## config.mk

```make
export PLATFORM = sky130hd
export DESIGN_NAME = branch_predictor
export DESIGN_NICKNAME = d
export VERILOG_FILES = /design/src/rtl/bp_pkg.sv /design/src/rtl/bp_sat_counter.sv /design/src/rtl/branch_predictor.sv
export SDC_FILE = /design/constraint.sdc
export NUM_CORES = 2
export LEC_CHECK = 0
export BUFFER_PORTS_ARGS = -buffer_cell sky130_fd_sc_hd__buf_2
export CORE_MARGIN = 3
export CORE_UTILIZATION = 25
export DETAILED_ROUTE_END_ITERATION = 12
export PLACE_DENSITY = 0.38
export SYNTH_ARGS = -nofsm -noshare
export SYNTH_HDL_FRONTEND = slang
export SYNTH_SLANG_ARGS = --single-unit
```

## constraint.sdc

```tcl
create_clock -name clk -period 7.66 [get_ports clk]
set_input_delay 0.383 -clock clk [delete_from_list [all_inputs] [get_ports clk]]
set_output_delay 0.383 -clock clk [all_outputs]
set_load 0.05 [all_outputs]
```

## src/rtl/bp_pkg.sv

```systemverilog
// Shared definitions for the branch predictor: counter encodings and default table size.
package bp_pkg;

    // 2-bit saturating counter encodings
    localparam logic [1:0] CTR_SNT = 2'b00;
    localparam logic [1:0] CTR_WNT = 2'b01;
    localparam logic [1:0] CTR_WT  = 2'b10;
    localparam logic [1:0] CTR_ST  = 2'b11;

    // Default number of prediction table entries
    localparam int unsigned BP_ENTRIES = 16;

    // A counter predicts taken in WT or ST, i.e. when its MSB is set
    function automatic logic ctr_taken(input logic [1:0] ctr);
        return ctr[1];
    endfunction

endpackage

```

## src/rtl/bp_sat_counter.sv

```systemverilog
// Next-state logic for a 2-bit saturating branch counter.
module bp_sat_counter
    import bp_pkg::*;
(
    input  logic [1:0] count,
    input  logic       taken,
    output logic [1:0] next
);

    // Step toward ST on taken, toward SNT on not-taken, holding at either end
    always_comb begin
        next = count;
        if (taken) begin
            if (count != CTR_ST) begin
                next = count + 2'd1;
            end
        end else begin
            if (count != CTR_SNT) begin
                next = count - 2'd1;
            end
        end
    end

endmodule

```

## src/rtl/branch_predictor.sv

```systemverilog
// Direct-mapped branch target buffer with 2-bit counters, mispredict detection
// and branch/mispredict performance counters.
module branch_predictor
    import bp_pkg::*;
#(
    parameter int unsigned ENTRIES = BP_ENTRIES,
    parameter int unsigned XLEN    = 32
) (
    input  logic            clk,
    input  logic            rst,
    input  logic [XLEN-1:0] pc_f,
    output logic            predict_taken,
    output logic [XLEN-1:0] predict_target,
    input  logic            update_en,
    input  logic [XLEN-1:0] update_pc,
    input  logic            update_taken,
    input  logic [XLEN-1:0] update_target,
    input  logic            ex_pred_taken,
    input  logic [XLEN-1:0] ex_pred_target,
    output logic            flush,
    output logic [XLEN-1:0] redirect_pc,
    output logic [31:0]     branch_cnt,
    output logic [31:0]     mispred_cnt
);

    localparam int unsigned IDX   = $clog2(ENTRIES);
    localparam int unsigned TAG_W = XLEN - IDX - 2;

    // Table state
    logic [ENTRIES-1:0] valid_q, valid_d;
    logic [TAG_W-1:0]   tag_q    [ENTRIES];
    logic [TAG_W-1:0]   tag_d    [ENTRIES];
    logic [XLEN-1:0]    target_q [ENTRIES];
    logic [XLEN-1:0]    target_d [ENTRIES];
    logic [1:0]         ctr_q    [ENTRIES];
    logic [1:0]         ctr_d    [ENTRIES];

    logic [31:0] branch_cnt_q, branch_cnt_d;
    logic [31:0] mispred_cnt_q, mispred_cnt_d;

    logic [IDX-1:0]   pf_idx;
    logic [TAG_W-1:0] pf_tag;
    logic             pf_hit;
    logic [IDX-1:0]   upd_idx;
    logic [TAG_W-1:0] upd_tag;
    logic             upd_hit;
    logic [1:0]       ctr_next;

    // Byte-offset bits never take part in indexing or tagging
    logic unused_pc_bits;
    assign unused_pc_bits = ^{pc_f[1:0], update_pc[1:0]};

    assign pf_idx  = pc_f[IDX+1:2];
    assign pf_tag  = pc_f[XLEN-1:IDX+2];
    assign upd_idx = update_pc[IDX+1:2];
    assign upd_tag = update_pc[XLEN-1:IDX+2];

    // Counter step for the entry being updated
    bp_sat_counter u_sat_counter (
        .count (ctr_q[upd_idx]),
        .taken (update_taken),
        .next  (ctr_next)
    );

    // Fetch-side lookup: reads registered contents only, so updates land a cycle later
    always_comb begin
        pf_hit         = valid_q[pf_idx] && (tag_q[pf_idx] == pf_tag);
        predict_taken  = rst && pf_hit && ctr_taken(ctr_q[pf_idx]);
        predict_target = predict_taken ? target_q[pf_idx] : pc_f + XLEN'(4);
    end

    // Mispredict detection and the corrected fetch address
    always_comb begin
        flush = update_en &&
                ((ex_pred_taken != update_taken) ||
                 (ex_pred_taken && update_taken && (ex_pred_target != update_target)));
        redirect_pc = update_taken ? update_target : update_pc + XLEN'(4);
    end

    // Table next state: train on hit, allocate only on a taken miss
    always_comb begin
        valid_d  = valid_q;
        tag_d    = tag_q;
        target_d = target_q;
        ctr_d    = ctr_q;
        upd_hit  = valid_q[upd_idx] && (tag_q[upd_idx] == upd_tag);
        if (update_en) begin
            if (upd_hit) begin
                ctr_d[upd_idx] = ctr_next;
                if (update_taken) begin
                    target_d[upd_idx] = update_target;
                end
            end else if (update_taken) begin
                valid_d[upd_idx]  = 1'b1;
                tag_d[upd_idx]    = upd_tag;
                target_d[upd_idx] = update_target;
                ctr_d[upd_idx]    = CTR_WT;
            end
        end
    end

    // Performance counter next state; both wrap naturally at 32 bits
    always_comb begin
        branch_cnt_d  = branch_cnt_q + {31'd0, update_en};
        mispred_cnt_d = mispred_cnt_q + {31'd0, flush};
    end

    // Table state registers with asynchronous clear
    always_ff @(posedge clk or negedge rst) begin
        if (!rst) begin
            valid_q <= '0;
            for (int i = 0; i < int'(ENTRIES); i++) begin
                tag_q[i]    <= '0;
                target_q[i] <= '0;
                ctr_q[i]    <= CTR_WNT;
            end
        end else begin
            valid_q  <= valid_d;
            tag_q    <= tag_d;
            target_q <= target_d;
            ctr_q    <= ctr_d;
        end
    end

    // Performance counter registers with asynchronous clear
    always_ff @(posedge clk or negedge rst) begin
        if (!rst) begin
            branch_cnt_q  <= '0;
            mispred_cnt_q <= '0;
        end else begin
            branch_cnt_q  <= branch_cnt_d;
            mispred_cnt_q <= mispred_cnt_d;
        end
    end

    assign branch_cnt  = branch_cnt_q;
    assign mispred_cnt = mispred_cnt_q;

endmodule
```

==> key figures <==
Detailed routing
  • DRT iter0 DRCs: 2719
  • DRC viols: 0
  • Average wire per standard cell: 30.55 um
  • Routed vias: 35.02k
  • DR vias/cell: 4.964
  • Antenna viol nets, final: 0
  • Total Wirelength: 215500 um
  • Initial DRT Pass Iterations: 7

Status
  • Outcome: complete, no violations

Timing
  • Worst Skew: 0.04372 ns
  • Slew of the pin with the lowest slew margin: 1.148 ns
  • Slew Limit Fails: 0
  • Endpoints failing setup: 0
  • Max_slew headroom: 23.45%
  • Tmin final: 5.952 ns
  • Unrepaired setup endpoints after global routing: no
  • Achievable frequency: 0.1680 GHz
  • Final Hold Vio Count: 0
  • Fin Hold WS: 0.1233 ns
  • Setup TNS: 0 ns
  • Fin crit share: 77.70%

Floorplanning
  • Area of the core: 220200 um2
  • Die width: 477.1 um
  • Initial Util: 25.20%
  • Die area: 227600 um2
  • Core Rows: 172
  • Vert. Die Dim: 477.1 um
  • IO Count: 263

Clocking
  • Worst-path clk slew: 0.05 ns
  • Clock latency on the worst-skew pair: 0.79 ns
  • CTS resizes: 0
  • H-tree depth: 4
  • Clk sinks: 1040
  • CTS tree: yes
  • TritonCTS Buffers: 137
  • Longest Clk Path Bufs: 3
  • Setup bufs post-CTS: 0
  • CTS Hold Bufs: 2
  • CTS root buffer: clkbuf_16

Placement
  • Post-detail-place hpwl: 136900 um
  • Port bufs: 262
  • Final Wtd Congestion: 0.8353

Cells and area
  • Final Net Count: 4132
  • Final core utilization: 29.22%
  • Syn-to-layout area delta: 15.94%
  • Share of cells above drive strength 1: 48.18%
  • Fill count: 22.16k

Synth
  • Synth Instances: 3839
  • Leading cell types by total area after synthesis: dfrtp_1 (46%), mux2_2 (14%), mux4_2 (14%)
  • Sequential fraction of the synthesis area: 46.94%
  • Netlist Area Pre-Place: 55490 um2
  • Netlist cell types: 89
  • Post-synth top area share: 46.18%
  • Ys flop type: dfrtp_1
  • YS warnings: 0
  • Post-synth EDFFs: 0
  • Asr flop ratio synth: 100.0%
  • Synthesis-stage register bit count: 1040
  • Dominant cell type by area after synthesis: dfrtp_1
  • Post-Syn Nets: 3982
  • Post-Syn Area per Cell: 14.45 um2
  • Most frequent cell after synthesis: dfrtp_1
  • Synth cell count leaders: dfrtp_1 (1024), mux2_2 (709), mux4_2 (352)

Global route
  • Antenna violations before repair: 25
  • First-pass GRT wire length: 304600 um
  • Vias in the first global route: 36.82k
  • GRT overflow: 0
  • Aggregate global-route resource usage: 18.68%
  • Largest net degree at the start of global routing: 169

Power
  • Total power: 17.38 mW
  • Maximum vdd drop: 0.2349 mV
  • PwrDens: 270.1 nW/um2
  • Total leakage power: 27.67 nW

Critical path
  • Crit Path Max Fanout: 67
  • Startpoint types: input port
  • WP data arrival: 5.57 ns
  • Worst Path Class, Setup: in2out
  • Worst Path Required: 7.28 ns
  • Crit end category: output port

Min path
  • HP Class: in2reg

Run
  • Max-Cap Viols: 0
## report_power, final
| part | switching [mW] | internal, mW | total, mW |
|---|---|---|---|
| sequential | 0.686 | 6.53 | 7.21 |
| clock | 2.69 | 3.85 | 6.54 |
| combinational | 1.74 | 1.89 | 3.63 |
| total | 5.11 | 12.3 | 17.4 |
## through the flow
step | cells | worst slack, ns | area, um2
global placement | 6806 | 1.636 | 59740
finish | 7055 | 1.708 | 64330
CTS | 7047 | 1.636 | 64310
detailed placement | 6806 | 1.644 | 59740
floorplan | 3839 | 3.360 | 55490
global route | 7048 | 1.482 | 64320
## critical path, cell delays in order
cell      delay (ns)
buf_8           0.55
buf_4           0.57
nor2b_1         0.82
a221oi_1        0.19
o21ai_0         0.60
xor2_1          0.29
nand4_1         0.18
nor4_4          0.31
buf_4           0.62
mux2_2          0.50
buf_2           0.25
## placed cells by master (no fill, tap or decap), types with 17 or more instances in the layout
master	n
a21oi_1	30
a22o_1	17
a22oi_1	20
and3_1	25
buf_2	254
buf_4	99
clkbuf_1	39
clkbuf_16	138
clkbuf_8	31
dfrtp_1	1024
inv_1	29
mux2_2	709
mux2_4	263
mux2i_1	124
mux4_2	352
nand2_1	140
nand3_1	65
nand4_1	53
nor2_1	73
nor2b_1	19
nor3_1	24
o21ai_0	60
or2_2	17
xnor2_1	143
xor2_1	38
## per-layer routing
layer  part of all wire, %  GRT usage (%)
met2                    48          30.59
met4                   2.5          4.852
met3                   4.1          2.886
met1                    46          25.68
met5                0.0060              0
## registers in the layout, indices dropped and copies added (netlist names)
name,cells
tag_q,416
branch_cnt,32
ctr_q,32
target_q,512
mispred_cnt,32
valid_q,16
## final timing paths
kind | from | slack, ns | depth (start not counted) | endpoint
setup / recovery | pc_f[2] | 1.71 | 11 | predict_target[9]
hold / removal | update_target[0] | 0.12 | 2 | target_q[288]
setup reg to reg | tag_q[391] | 2.72 | 10 | tag_q[296]
hold reg to reg | ctr_q[4] | 0.47 | 2 | ctr_q[4]
max in group asynchronous | rst | 4.66 | 5 | tag_q[327]
min in group asynchronous | rst | 0.14 | 2 | mispred_cnt[30]
## final cells by class
type / count / area, um2 / area share, %
well taps: 2958 / 3701 / 5.753
repair buffers: 367 / 2245 / 3.489
diodes: 8 / 20.02 / 0.03112
clock buffers: 207 / 4013 / 6.237
inverters: 32 / 122.6 / 0.1906
clock inverters: 32 / 544.3 / 0.8460
flip-flops and latches: 1040 / 26050 / 40.48
multi-input cells: 2411 / 27640 / 42.97
## cell families after synthesis
kind of cell	share of synthesized area (%)
buffers and inverters	3.533
muxes	38.14
adders and majority gates	0.2435
AOI/OAI and AO/OA	3.590
and+or+nand+nor	4.697
xor gates and xnor gates	2.857
DFF	46.94
No activity file was read; power rests on OpenSTA's default activity.
